--- config.mk ---
export PLATFORM = sky130hd
export DESIGN_NAME = keyenc_debounce
export DESIGN_NICKNAME = d
export VERILOG_FILES = /design/src/rtl/keyenc_debounce.sv
export SDC_FILE = /design/constraint.sdc
export NUM_CORES = 1
export LEC_CHECK = 0
export BUFFER_PORTS_ARGS = -buffer_cell sky130_fd_sc_hd__buf_2
export CAP_MARGIN = 20
export CORE_ASPECT_RATIO = 1.2
export CORE_MARGIN = 2
export CORE_UTILIZATION = 55
export DETAILED_ROUTE_END_ITERATION = 8
export PLACE_DENSITY = 0.85
export RECOVER_POWER = 100
export SLEW_MARGIN = 25
export SYNTH_ARGS = -nofsm -noshare
export SYNTH_HDL_FRONTEND = slang
export SYNTH_SLANG_ARGS = --single-unit
--- constraint.sdc ---
create_clock -name clk -period 3.78 [get_ports clk]
set_input_delay 0.567 -clock clk [delete_from_list [all_inputs] [get_ports clk]]
set_output_delay 0.567 -clock clk [all_outputs]
set_load 0.05 [all_outputs]
--- src/rtl/keyenc_debounce.sv ---
// keyenc_debounce
//   Synchronises and debounces NKEYS raw key levels, priority-encodes the held
//   key (highest index wins), optionally auto-repeats, and hands each press or
//   repeat event to the consumer through a valid/ack handshake with a sticky
//   overrun flag.
//
// Ports
//   clk        system clock, rising edge
//   rst_n      asynchronous active-low reset
//   keys       raw asynchronous key levels, 1 = pressed
//   key_ack    consumer acknowledge, sampled while key_valid=1
//   key_in     debounced "a key is held" level
//   key_val    code of the accepted key; keeps its value after release
//   key_valid  an unconsumed event is pending
//   key_code   code carried by the pending event
//   overrun    sticky: an event was dropped while key_valid=1
//
// All outputs come straight from flops.
module keyenc_debounce #(
  parameter int NKEYS        = 16,
  parameter int VW           = 4,
  parameter int DB_CYCLES    = 4,
  parameter int CW           = 16,
  parameter int REPEAT_EN    = 1,
  parameter int REPEAT_DELAY = 8,
  parameter int REPEAT_RATE  = 3
) (
  input  logic             clk,
  input  logic             rst_n,
  input  logic [NKEYS-1:0] keys,
  input  logic             key_ack,
  output logic             key_in,
  output logic [VW-1:0]    key_val,
  output logic             key_valid,
  output logic [VW-1:0]    key_code,
  output logic             overrun
);

  localparam logic [CW-1:0] DB_LAST  = CW'(DB_CYCLES - 1);
  localparam logic [CW-1:0] DLY_LAST = CW'(REPEAT_DELAY - 1);
  localparam logic [CW-1:0] RTE_LAST = CW'(REPEAT_RATE - 1);

  typedef enum logic [1:0] {
    IDLE     = 2'd0,
    DB_PRESS = 2'd1,
    HELD     = 2'd2,
    DB_REL   = 2'd3
  } state_e;

  // --------------------------------------------------------------------------
  // Two-flop synchroniser, one lane per key
  // --------------------------------------------------------------------------
  logic [NKEYS-1:0] meta_q;
  logic [NKEYS-1:0] s_q;

  for (genvar k = 0; k < NKEYS; k++) begin : g_sync
    always_ff @(posedge clk or negedge rst_n) begin
      if (!rst_n) begin
        meta_q[k] <= 1'b0;
        s_q[k]    <= 1'b0;
      end else begin
        meta_q[k] <= keys[k];
        s_q[k]    <= meta_q[k];
      end
    end
  end

  // --------------------------------------------------------------------------
  // Priority encoder: later (higher) indices overwrite lower ones
  // --------------------------------------------------------------------------
  logic          any;
  logic [VW-1:0] code;

  assign any = |s_q;

  always_comb begin
    code = '0;
    for (int i = 0; i < NKEYS; i++) begin
      if (s_q[i]) code = VW'(i);
    end
  end

  // --------------------------------------------------------------------------
  // State
  // --------------------------------------------------------------------------
  state_e        state_q, state_d;
  logic [CW-1:0] cnt_q, cnt_d;
  logic [CW-1:0] rep_q, rep_d;
  logic          first_q, first_d;
  logic [VW-1:0] cand_q, cand_d;
  logic          key_in_q, key_in_d;
  logic [VW-1:0] key_val_q, key_val_d;
  logic          key_valid_q, key_valid_d;
  logic [VW-1:0] key_code_q, key_code_d;
  logic          overrun_q, overrun_d;

  logic          ev;
  logic [VW-1:0] ev_code;
  logic [CW-1:0] rep_last;

  // First repeat waits the long delay, later ones use the rate.
  assign rep_last = first_q ? DLY_LAST : RTE_LAST;

  // Debounce / hold FSM
  always_comb begin
    state_d   = state_q;
    cnt_d     = cnt_q;
    rep_d     = rep_q;
    first_d   = first_q;
    cand_d    = cand_q;
    key_in_d  = key_in_q;
    key_val_d = key_val_q;
    ev        = 1'b0;
    ev_code   = key_val_q;

    unique case (state_q)
      IDLE: begin
        if (any) begin
          state_d = DB_PRESS;
          cand_d  = code;
          cnt_d   = '0;
        end
      end

      DB_PRESS: begin
        if (!any || code != cand_q) begin
          state_d = IDLE;
        end else if (cnt_q == DB_LAST) begin
          state_d   = HELD;
          key_val_d = cand_q;
          key_in_d  = 1'b1;
          ev        = 1'b1;
          ev_code   = cand_q;
          rep_d     = '0;
          first_d   = 1'b1;
        end else begin
          cnt_d = cnt_q + CW'(1);
        end
      end

      HELD: begin
        if (!any || code != key_val_q) begin
          state_d = DB_REL;
          cnt_d   = '0;
        end else if (REPEAT_EN != 0) begin
          if (rep_q == rep_last) begin
            ev      = 1'b1;
            rep_d   = '0;
            first_d = 1'b0;
          end else begin
            rep_d = rep_q + CW'(1);
          end
        end
      end

      DB_REL: begin
        // A bounce back to the same key resumes holding without a new event;
        // any other key counts as release and must re-debounce from IDLE.
        if (any && code == key_val_q) begin
          state_d = HELD;
          rep_d   = '0;
        end else if (cnt_q == DB_LAST) begin
          state_d  = IDLE;
          key_in_d = 1'b0;
        end else begin
          cnt_d = cnt_q + CW'(1);
        end
      end

      default: state_d = IDLE;
    endcase
  end

  // Event handshake
  always_comb begin
    key_valid_d = key_valid_q;
    key_code_d  = key_code_q;
    overrun_d   = overrun_q;
    if (ev) begin
      if (!key_valid_q) begin
        key_valid_d = 1'b1;
        key_code_d  = ev_code;
      end else if (key_ack) begin
        // old event consumed this cycle, new one takes its place
        key_code_d = ev_code;
      end else begin
        overrun_d = 1'b1;
      end
    end else if (key_ack) begin
      key_valid_d = 1'b0;
      overrun_d   = 1'b0;
    end
  end

  always_ff @(posedge clk or negedge rst_n) begin
    if (!rst_n) begin
      state_q     <= IDLE;
      cnt_q       <= '0;
      rep_q       <= '0;
      first_q     <= 1'b0;
      cand_q      <= '0;
      key_in_q    <= 1'b0;
      key_val_q   <= '0;
      key_valid_q <= 1'b0;
      key_code_q  <= '0;
      overrun_q   <= 1'b0;
    end else begin
      state_q     <= state_d;
      cnt_q       <= cnt_d;
      rep_q       <= rep_d;
      first_q     <= first_d;
      cand_q      <= cand_d;
      key_in_q    <= key_in_d;
      key_val_q   <= key_val_d;
      key_valid_q <= key_valid_d;
      key_code_q  <= key_code_d;
      overrun_q   <= overrun_d;
    end
  end

  assign key_in    = key_in_q;
  assign key_val   = key_val_q;
  assign key_valid = key_valid_q;
  assign key_code  = key_code_q;
  assign overrun   = overrun_q;

endmodule

==> flow_summary.html, run 1 <==
<table>
<tr><th>Metric</th><th>Value</th></tr>
<tr><th colspan="2">Outcome</th></tr>
<tr><td>Run status</td><td>finished with violations</td></tr>
<tr><td>Violated checks</td><td>max-capacitance violations, max-slew violations</td></tr>
<tr><th colspan="2">Synth</th></tr>
<tr><td>Number of distinct library cells after synthesis</td><td>55</td></tr>
<tr><td>Yosys warning total</td><td>0</td></tr>
<tr><td>Count of state elements after synthesis</td><td>82</td></tr>
<tr><td>Biggest area contributors in the synthesized netlist</td><td>dfrtp_1, o21ai_0, nor2_1</td></tr>
<tr><td>Area share of the leading cell type in the synthesized netlist</td><td>53.5%</td></tr>
<tr><td>Count of flip-flops with a built-in enable after synthesis</td><td>0</td></tr>
<tr><td>Post-synthesis cell type with the largest combined area</td><td>dfrtp_1</td></tr>
<tr><td>Primary flip-flop cell chosen by synthesis mapping</td><td>dfrtp_1</td></tr>
<tr><td>Syn Inst Count</td><td>371</td></tr>
<tr><td>Synthesized netlist net count</td><td>397</td></tr>
<tr><td>Syn_area_per_cell</td><td>10.3 um2</td></tr>
<tr><td>Sequential area share after synthesis</td><td>53.5%</td></tr>
<tr><td>Netlist area before placement</td><td>3830 um2</td></tr>
<tr><td>Proportion of synthesized flip-flops having asynchronous set or reset</td><td>100%</td></tr>
<tr><th colspan="2">Drt</th></tr>
<tr><td>Via count</td><td>3000</td></tr>
<tr><td>Antenna-violating nets left</td><td>0</td></tr>
<tr><td>Detail-routed via count per cell</td><td>6.01</td></tr>
<tr><td>Number of remaining DRC errors</td><td>0</td></tr>
<tr><td>Routed length per instance</td><td>15.4 um</td></tr>
<tr><td>DR pass1 iterations</td><td>4</td></tr>
<tr><td>Initial drt markers</td><td>177</td></tr>
<tr><td>Routed WL</td><td>7700 um</td></tr>
<tr><th colspan="2">GRT</th></tr>
<tr><td>Global route overflow</td><td>0</td></tr>
<tr><td>Total routing usage reported by global routing</td><td>22.0%</td></tr>
<tr><td>Number of global-route vias before repair</td><td>2835</td></tr>
<tr><td>Wire length of the first global-routing pass</td><td>13000 um</td></tr>
<tr><td>Antenna violations before repair</td><td>0</td></tr>
<tr><td>Largest net degree at the start of global routing</td><td>83</td></tr>
<tr><th colspan="2">Placement</th></tr>
<tr><td>Buffers on Ports</td><td>29</td></tr>
<tr><td>Instance area at placement</td><td>4070 um2</td></tr>
<tr><td>RD Place Congestion</td><td>0.863</td></tr>
<tr><td>Dpl hpwl</td><td>5440 um</td></tr>
<tr><th colspan="2">Worst setup path</th></tr>
<tr><td>Kind of critical path</td><td>flip-flop to flip-flop</td></tr>
<tr><td>Required time at the endpoint of the critical path</td><td>4030 ps</td></tr>
<tr><td>Data arrival, critical path</td><td>3540 ps</td></tr>
<tr><td>Critical path launch point type</td><td>flip-flop</td></tr>
<tr><td>Endpoint class of the critical path</td><td>flip-flop</td></tr>
<tr><td>Top fanout value on the critical path</td><td>17</td></tr>
<tr><th colspan="2">STA</th></tr>
<tr><td>Final setup vio count</td><td>0</td></tr>
<tr><td>Final number of hold-violating endpoints</td><td>0</td></tr>
<tr><td>Setup TNS</td><td>0 ps</td></tr>
<tr><td>Setup repair after global routing missed its margin</td><td>false</td></tr>
<tr><td>Tightest Pin Transition</td><td>1920 ps</td></tr>
<tr><td>Final worst-path cycle share</td><td>87.1%</td></tr>
<tr><td>F_max</td><td>0.304 GHz</td></tr>
<tr><td>Worst clock skew on the final layout</td><td>10.6 ps</td></tr>
<tr><td>Headroom to the max-slew limit</td><td>-27.8%</td></tr>
<tr><td>Worst slack on hold paths</td><td>300 ps</td></tr>
<tr><td>Post-layout min period</td><td>3290 ps</td></tr>
<tr><td>Number of pins exceeding their max-slew limit in the final report</td><td>83</td></tr>
<tr><th colspan="2">Clock network</th></tr>
<tr><td>Clock buffer count from CTS</td><td>9</td></tr>
<tr><td>TritonCTS Sinks</td><td>82</td></tr>
<tr><td>Clock-pin slew on the worst setup and hold paths</td><td>100 ps</td></tr>
<tr><td>Resize count post-CTS</td><td>0</td></tr>
<tr><td>Buffers inserted by post-CTS timing repair</td><td>0</td></tr>
<tr><td>Root Driver</td><td>clkbuf_8</td></tr>
<tr><td>Clock tree buffer depth</td><td>2</td></tr>
<tr><td>Clk_lat worst skew</td><td>360 ps</td></tr>
<tr><td>Number of levels in the clock H-tree</td><td>3</td></tr>
<tr><td>CTS Hold Buffers Added</td><td>0</td></tr>
<tr><td>CTS tree</td><td>yes</td></tr>
<tr><th colspan="2">Pwr</th></tr>
<tr><td>Proportion of power drawn by flip-flops and latches</td><td>43.2%</td></tr>
<tr><td>Pint</td><td>1.49 mW</td></tr>
<tr><td>Combinational Power Share</td><td>30.7%</td></tr>
<tr><td>Pwr dens</td><td>576 nW/um2</td></tr>
<tr><td>Power dissipated by switching net loads</td><td>948 uW</td></tr>
<tr><td>VDD IR-drop max</td><td>0.414 mV</td></tr>
<tr><td>Static Leak</td><td>1.87 nW</td></tr>
<tr><td>Part of the power in the clock network</td><td>26.0%</td></tr>
<tr><td>Switching power as a share of total power</td><td>38.9%</td></tr>
<tr><th colspan="2">Floorplan</th></tr>
<tr><td>Die height</td><td>95.5 um</td></tr>
<tr><td>Area inside the core boundary</td><td>6810 um2</td></tr>
<tr><td>Die ar.</td><td>7660 um2</td></tr>
<tr><td>Io pins</td><td>30</td></tr>
<tr><td>Horizontal extent of the die</td><td>80.2 um</td></tr>
<tr><td>Initial cell density of the core</td><td>56.3%</td></tr>
<tr><td>Count of standard-cell rows</td><td>33</td></tr>
<tr><th colspan="2">Final layout</th></tr>
<tr><td>Post-layout nets</td><td>433</td></tr>
<tr><td>Commonest cells after routing, fill and taps aside</td><td>dfrtp_1, o21ai_0, nor2_1, nand2_1</td></tr>
<tr><td>Post-route design area</td><td>4230 um2</td></tr>
<tr><td>Relative area change from synthesis to final layout</td><td>10.3%</td></tr>
<tr><td>Proportion of layout cells with a drive suffix above 1</td><td>11.4%</td></tr>
<tr><td>Most common library cell in the layout ignoring fill and taps</td><td>dfrtp_1</td></tr>
<tr><td>ANT cells</td><td>0</td></tr>
<tr><th colspan="2">Job</th></tr>
<tr><td>MaxCap Viol Count</td><td>1</td></tr>
<tr><th colspan="2">Worst hold path</th></tr>
<tr><td>Worst min path class</td><td>input pin to flip-flop</td></tr>
</table>
==> path summary, 6_finish.rpt <==
| kind | start | end | slack (ps) | cells after the start |
|---|---|---|---|---|
| min in group asynchronous | rst_n | meta_q[12] | 710 | 1 |
| worst min register to register | meta_q[0] | s_q[0] | 360 | 0 |
| worst max register to register | s_q[9] | rep_q[5] | 490 | 9 |
| max in group asynchronous | rst_n | s_q[11] | 1920 | 1 |
| worst max-delay path | s_q[9] | rep_q[5] | 490 | 9 |
| worst min-delay path | keys[6] | meta_q[6] | 300 | 1 |
==> registers in the layout (all words and copies together) (netlist names) <==
signal,cells
cnt_q,16
overrun,1
s_q,16
key_valid,1
key_code,4
first_q,1
key_in,1
state_q,2
key_val,4
cand_q,4
rep_q,16
meta_q,16
==> worst max-delay path, cell delays in order, from the launching register on <==
cell and delay (ps):
dfrtp_1 410, or4_4 600, nor4_1 310, a21oi_1 70, o31a_1 330, o41a_1 430
a211o_1 290, clkbuf_1 310, o21ai_0 310, o41ai_2 110
==> per-stage QoR <==
step                util, %  std cells  worst slack, ps  power [mW]
floorplan                 -        371              644        1.62
global placement       59.7        483              647        1.81
detailed placement     59.7        483              558        1.84
CTS                    62.7        499              494        2.47
global route           62.1        499              217        2.59
finish                 62.1        499              487        2.44
==> layer usage <==
metal	wire length (um)	vias up	track usage, %
li1	-	1435	-
met1	3390	1470	28.3
met2	3830	77	35.3
met3	299	18	5.11
met4	184	0	10.7
met5	0	-	0
==> layout make-up <==
type,instances,area [um2]
fillers,557,2580
flip-flops and latches,82,2050
multi-input cells,269,1670
repair buffers,33,149
clock buffers,9,124
well taps,87,109
clock inverters,7,78.8
inverters,12,45.0
==> power groups by stage <==
stage          Combinational (mW)  Clock, mW  Sequential (mW)
4_1_cts                     0.774      0.644             1.05
2_1_floorplan               0.507          0             1.11
3_3_place_gp                0.748          0             1.06
3_5_place_dp                0.773          0             1.07
6_report                    0.749      0.633             1.05
5_1_grt                     0.841      0.683             1.07
==> synthesized netlist by cell type (2+ instances only) <==
master / count
ha_1: 7
o21ai_0: 35
and2_1: 3
a2111oi_0: 2
nand2b_1: 17
clkbuf_1: 4
nor4_2: 2
mux2i_1: 2
nand4_1: 4
or4b_1: 2
mux2_2: 11
a21oi_1: 8
nor2b_1: 5
o211ai_1: 4
dfrtp_1: 82
nor4_1: 10
or4_1: 4
a21boi_0: 2
inv_1: 12
or3_1: 3
a21o_1: 2
nand2_1: 23
nor3_1: 6
o21ai_1: 8
buf_6: 3
and3_1: 16
a31oi_1: 4
nor2_1: 33
o31ai_1: 15
nand3_1: 17
==> cell families (layout without fill, tap and decap cells) <==
kind of cell | Yosys count | count (layout) | synth area share, %
and+or+nand+nor | 151 | 151 | 21.1
buffers and inverters | 20 | 61 | 2.58
muxes | 13 | 13 | 3.75
DFF | 82 | 82 | 53.5
AOI/OAI and AO/OA | 96 | 96 | 16.3
xor gates and xnor gates | 2 | 2 | 0.457
adders and majority gates | 7 | 7 | 2.28
No activity file was read; power rests on OpenSTA's default activity.
==> run 2: changes to the inputs <==
--- a/config.mk
+++ b/config.mk
@@ -12,7 +12,7 @@
 export CORE_UTILIZATION = 55
 export DETAILED_ROUTE_END_ITERATION = 8
 export PLACE_DENSITY = 0.85
-export RECOVER_POWER = 100
+export RECOVER_POWER = 25
 export SLEW_MARGIN = 25
 export SYNTH_ARGS = -nofsm -noshare
 export SYNTH_HDL_FRONTEND = slang
==> run 2 against run 1 <==
Net effect: the run still ends with max-capacitance violations, max-slew violations left; final area grew 0.89%; setup slack worse by 11 ps; clock skew barely moved; wire length fell by 0.58%; fmax fell by 0.34%; critical path type unchanged; clock power about the same; die area unchanged; critical endpoint is now rep_q[14]; sequential share of layout area shrank 0.43 points; clock-buffer cell count did not move; final cell count did not move; combinational power grew 3.6%.
==> flow_summary.html, run 2 (same netlist as run 1, synthesis figures left out) <==
<table>
<tr><th>Metric</th><th>Value</th></tr>
<tr><th colspan="2">Worst setup path</th></tr>
<tr><td>Reg2Reg Launch Point</td><td>s_q[9]</td></tr>
<tr><td>Register-to-register setup slack</td><td>480 ps (about the same)</td></tr>
<tr><td>Kind of critical path</td><td>flip-flop to flip-flop</td></tr>
<tr><td>Required time at the endpoint of the critical path</td><td>4050 ps (+20 ps)</td></tr>
<tr><td>Endpoint class of the critical path</td><td>flip-flop</td></tr>
<tr><td>Worst reg2reg endpoint</td><td>rep_q[14]</td></tr>
<tr><td>Top fanout value on the critical path</td><td>15 (-2)</td></tr>
<tr><td>Critical path launch point type</td><td>flip-flop</td></tr>
<tr><td>Cell depth of the worst flop-to-flop path</td><td>8 (-1)</td></tr>
<tr><td>Data arrival, critical path</td><td>3570 ps (+30 ps)</td></tr>
<tr><th colspan="2">Final layout</th></tr>
<tr><td>Post-layout nets</td><td>433 (unchanged)</td></tr>
<tr><td>Relative area change from synthesis to final layout</td><td>11.3%</td></tr>
<tr><td>Commonest cells after routing, fill and taps aside</td><td>dfrtp_1, o21ai_0, nor2_1, buf_2, nand2_1</td></tr>
<tr><td>ANT cells</td><td>0 (unchanged)</td></tr>
<tr><td>Final cell utilization of the core</td><td>62.6% (+0.55 points)</td></tr>
<tr><td>Fin cells</td><td>499 (unchanged)</td></tr>
<tr><td>Most common library cell in the layout ignoring fill and taps</td><td>dfrtp_1</td></tr>
<tr><td>Proportion of layout cells with a drive suffix above 1</td><td>15.8% (+4.4 points)</td></tr>
<tr><th colspan="2">Worst hold path</th></tr>
<tr><td>Worst min path class</td><td>input pin to flip-flop</td></tr>
<tr><td>Hold wc startpoint</td><td>keys[13]</td></tr>
<tr><td>Worst hold endpoint</td><td>meta_q[13]</td></tr>
<tr><td>Worst hold path stage count</td><td>1 (unchanged)</td></tr>
<tr><th colspan="2">STA</th></tr>
<tr><td>F_max</td><td>0.303 GHz (-0.34%)</td></tr>
<tr><td>Number of pins exceeding their max-slew limit in the final report</td><td>83 (unchanged)</td></tr>
<tr><td>Worst path setup slack after routing</td><td>476 ps (-11.2 ps)</td></tr>
<tr><td>Final number of hold-violating endpoints</td><td>0 (unchanged)</td></tr>
<tr><td>Post-layout min period</td><td>3300 ps (+11.2 ps)</td></tr>
<tr><td>Worst clock skew on the final layout</td><td>10.7 ps (+0.0173 ps)</td></tr>
<tr><td>Final worst-path cycle share</td><td>87.4% (+0.30 points)</td></tr>
<tr><td>Final setup vio count</td><td>0 (unchanged)</td></tr>
<tr><td>Setup repair after global routing missed its margin</td><td>false</td></tr>
<tr><td>Headroom to the max-slew limit</td><td>-27.8% (about the same)</td></tr>
<tr><td>Setup TNS</td><td>0 ps (unchanged)</td></tr>
<tr><td>Tightest Pin Transition</td><td>1920 ps (+0.185 ps)</td></tr>
<tr><th colspan="2">Clock network</th></tr>
<tr><td>Buffers inserted by post-CTS timing repair</td><td>0 (unchanged)</td></tr>
<tr><td>TritonCTS Sinks</td><td>82 (unchanged)</td></tr>
<tr><td>Resize count post-CTS</td><td>0 (unchanged)</td></tr>
<tr><td>Number of levels in the clock H-tree</td><td>3 (unchanged)</td></tr>
<tr><td>Root Driver</td><td>clkbuf_8</td></tr>
<tr><td>CTS Hold Buffers Added</td><td>0 (unchanged)</td></tr>
<tr><td>Clock tree buffer depth</td><td>2 (unchanged)</td></tr>
<tr><td>Clk_lat worst skew</td><td>360 ps (about the same)</td></tr>
<tr><td>CTS tree</td><td>yes</td></tr>
<tr><td>Clock buffer count from CTS</td><td>9 (unchanged)</td></tr>
<tr><td>Clock-pin slew on the worst setup and hold paths</td><td>100 ps (about the same)</td></tr>
<tr><th colspan="2">Pwr</th></tr>
<tr><td>Combinational Power Share</td><td>31.5% (+0.8 points)</td></tr>
<tr><td>Switching power as a share of total power</td><td>38.6% (-0.31 points)</td></tr>
<tr><td>Static Leak</td><td>1.92 nW (+2.7%)</td></tr>
<tr><td>Pint</td><td>1.51 mW (+1.7%)</td></tr>
<tr><td>Part of the power in the clock network</td><td>25.7% (-0.3 points)</td></tr>
<tr><td>Pwr dens</td><td>578 nW/um2 (+0.25%)</td></tr>
<tr><td>VDD IR-drop max</td><td>0.422 mV (+1.9%)</td></tr>
<tr><td>Power dissipated by switching net loads</td><td>951 uW (+0.32%)</td></tr>
<tr><td>Proportion of power drawn by flip-flops and latches</td><td>42.8% (-0.4 points)</td></tr>
<tr><th colspan="2">Outcome</th></tr>
<tr><td>Violated checks</td><td>max-capacitance violations, max-slew violations</td></tr>
<tr><td>Run status</td><td>finished with violations</td></tr>
<tr><th colspan="2">Drt</th></tr>
<tr><td>Via count</td><td>3012 (+0.40%)</td></tr>
<tr><td>DR pass1 iterations</td><td>6 (+2)</td></tr>
<tr><td>Number of remaining DRC errors</td><td>0 (unchanged)</td></tr>
<tr><td>Detail-routed via count per cell</td><td>6.04 (+0.40%)</td></tr>
<tr><td>Antenna-violating nets left</td><td>0 (unchanged)</td></tr>
<tr><td>Routed length per instance</td><td>15.3 um (-0.58%)</td></tr>
<tr><td>Routed WL</td><td>7660 um (-0.58%)</td></tr>
<tr><td>Initial drt markers</td><td>141 (-20%)</td></tr>
<tr><th colspan="2">Placement</th></tr>
<tr><td>Worst setup slack before clock tree synthesis</td><td>558 ps (unchanged)</td></tr>
<tr><td>Dpl hpwl</td><td>5440 um (unchanged)</td></tr>
<tr><td>RD Place Congestion</td><td>0.863 (unchanged)</td></tr>
<tr><td>Cell count after placement</td><td>483 (unchanged)</td></tr>
<tr><td>Buffers on Ports</td><td>29 (unchanged)</td></tr>
<tr><th colspan="2">Floorplan</th></tr>
<tr><td>Die ar.</td><td>7660 um2 (unchanged)</td></tr>
<tr><td>Area inside the core boundary</td><td>6810 um2 (unchanged)</td></tr>
<tr><td>Io pins</td><td>30 (unchanged)</td></tr>
<tr><td>Initial cell density of the core</td><td>56.3% (unchanged)</td></tr>
<tr><td>Count of standard-cell rows</td><td>33 (unchanged)</td></tr>
<tr><td>Die height</td><td>95.5 um (unchanged)</td></tr>
<tr><td>Horizontal extent of the die</td><td>80.2 um (unchanged)</td></tr>
<tr><th colspan="2">GRT</th></tr>
<tr><td>Global route overflow</td><td>0 (unchanged)</td></tr>
<tr><td>Largest net degree at the start of global routing</td><td>83 (unchanged)</td></tr>
<tr><td>Wire length of the first global-routing pass</td><td>13000 um (unchanged)</td></tr>
<tr><td>Antenna violations before repair</td><td>0 (unchanged)</td></tr>
<tr><td>Total routing usage reported by global routing</td><td>22.0% (unchanged)</td></tr>
<tr><td>Number of global-route vias before repair</td><td>2835 (unchanged)</td></tr>
<tr><th colspan="2">Job</th></tr>
<tr><td>MaxCap Viol Count</td><td>1 (unchanged)</td></tr>
</table>
[run 2: final cells by class]
class                           instances  area [um2]
Timing Repair Buffer                   33         174
Fill cell                             540        2550
Tap cell                               87         109
Clock inverter                          7        78.8
Inverter                               12        45.0
Sequential cell                        82        2050
Clock buffer                            9         124
Multi-Input combinational cell        269        1680
[run 2: worst max path at each step]
stage / startpoint / to / slack, ps / depth (start not counted)
2_1_floorplan: s_q[9] / rep_q[11] / 640 / 11
3_3_place_gp: s_q[9] / rep_q[14] / 650 / 8
3_5_place_dp: s_q[9] / rep_q[7] / 560 / 8
4_1_cts: s_q[9] / rep_q[14] / 490 / 8
5_1_grt: s_q[9] / rep_q[13] / 180 / 8
6_report: s_q[9] / rep_q[14] / 480 / 8
[run 2: worst max-delay path, cell delays in order, from the launching register on]
cell     delay [ps]
dfrtp_1         420
or4_4           610
nor4_2          280
a21oi_1          70
o31a_1          340
o41a_1          430
a211o_1         290
or2_1           430
o31ai_1         340
[run 2: per-stage QoR]
step | instance area [um2] | power [mW] | hold WS (ps)
2_1_floorplan | 3830 | 1.62 | 271
3_3_place_gp | 4070 | 1.81 | 332
3_5_place_dp | 4070 | 1.84 | 335
4_1_cts | 4270 | 2.47 | 290
5_1_grt | 4270 | 2.62 | 275
6_report | 4270 | 2.46 | 301
[run 2: routing by layer]
layer / share of wire [%] / up-vias / track usage, %
li1: - / 1440 / -
met1: 43 / 1473 / 28.3
met4: 2.3 / 0 / 10.7
met5: 0 / - / 0
met2: 50 / 79 / 35.3
met3: 4.6 / 20 / 5.11
[run 2: power groups by stage]
stage	Sequential [mW]	Clock, mW	Combinational [mW]
2_1_floorplan	1.11	0	0.507
3_3_place_gp	1.06	0	0.748
3_5_place_dp	1.07	0	0.773
4_1_cts	1.05	0.644	0.774
5_1_grt	1.07	0.683	0.869
6_report	1.05	0.634	0.776
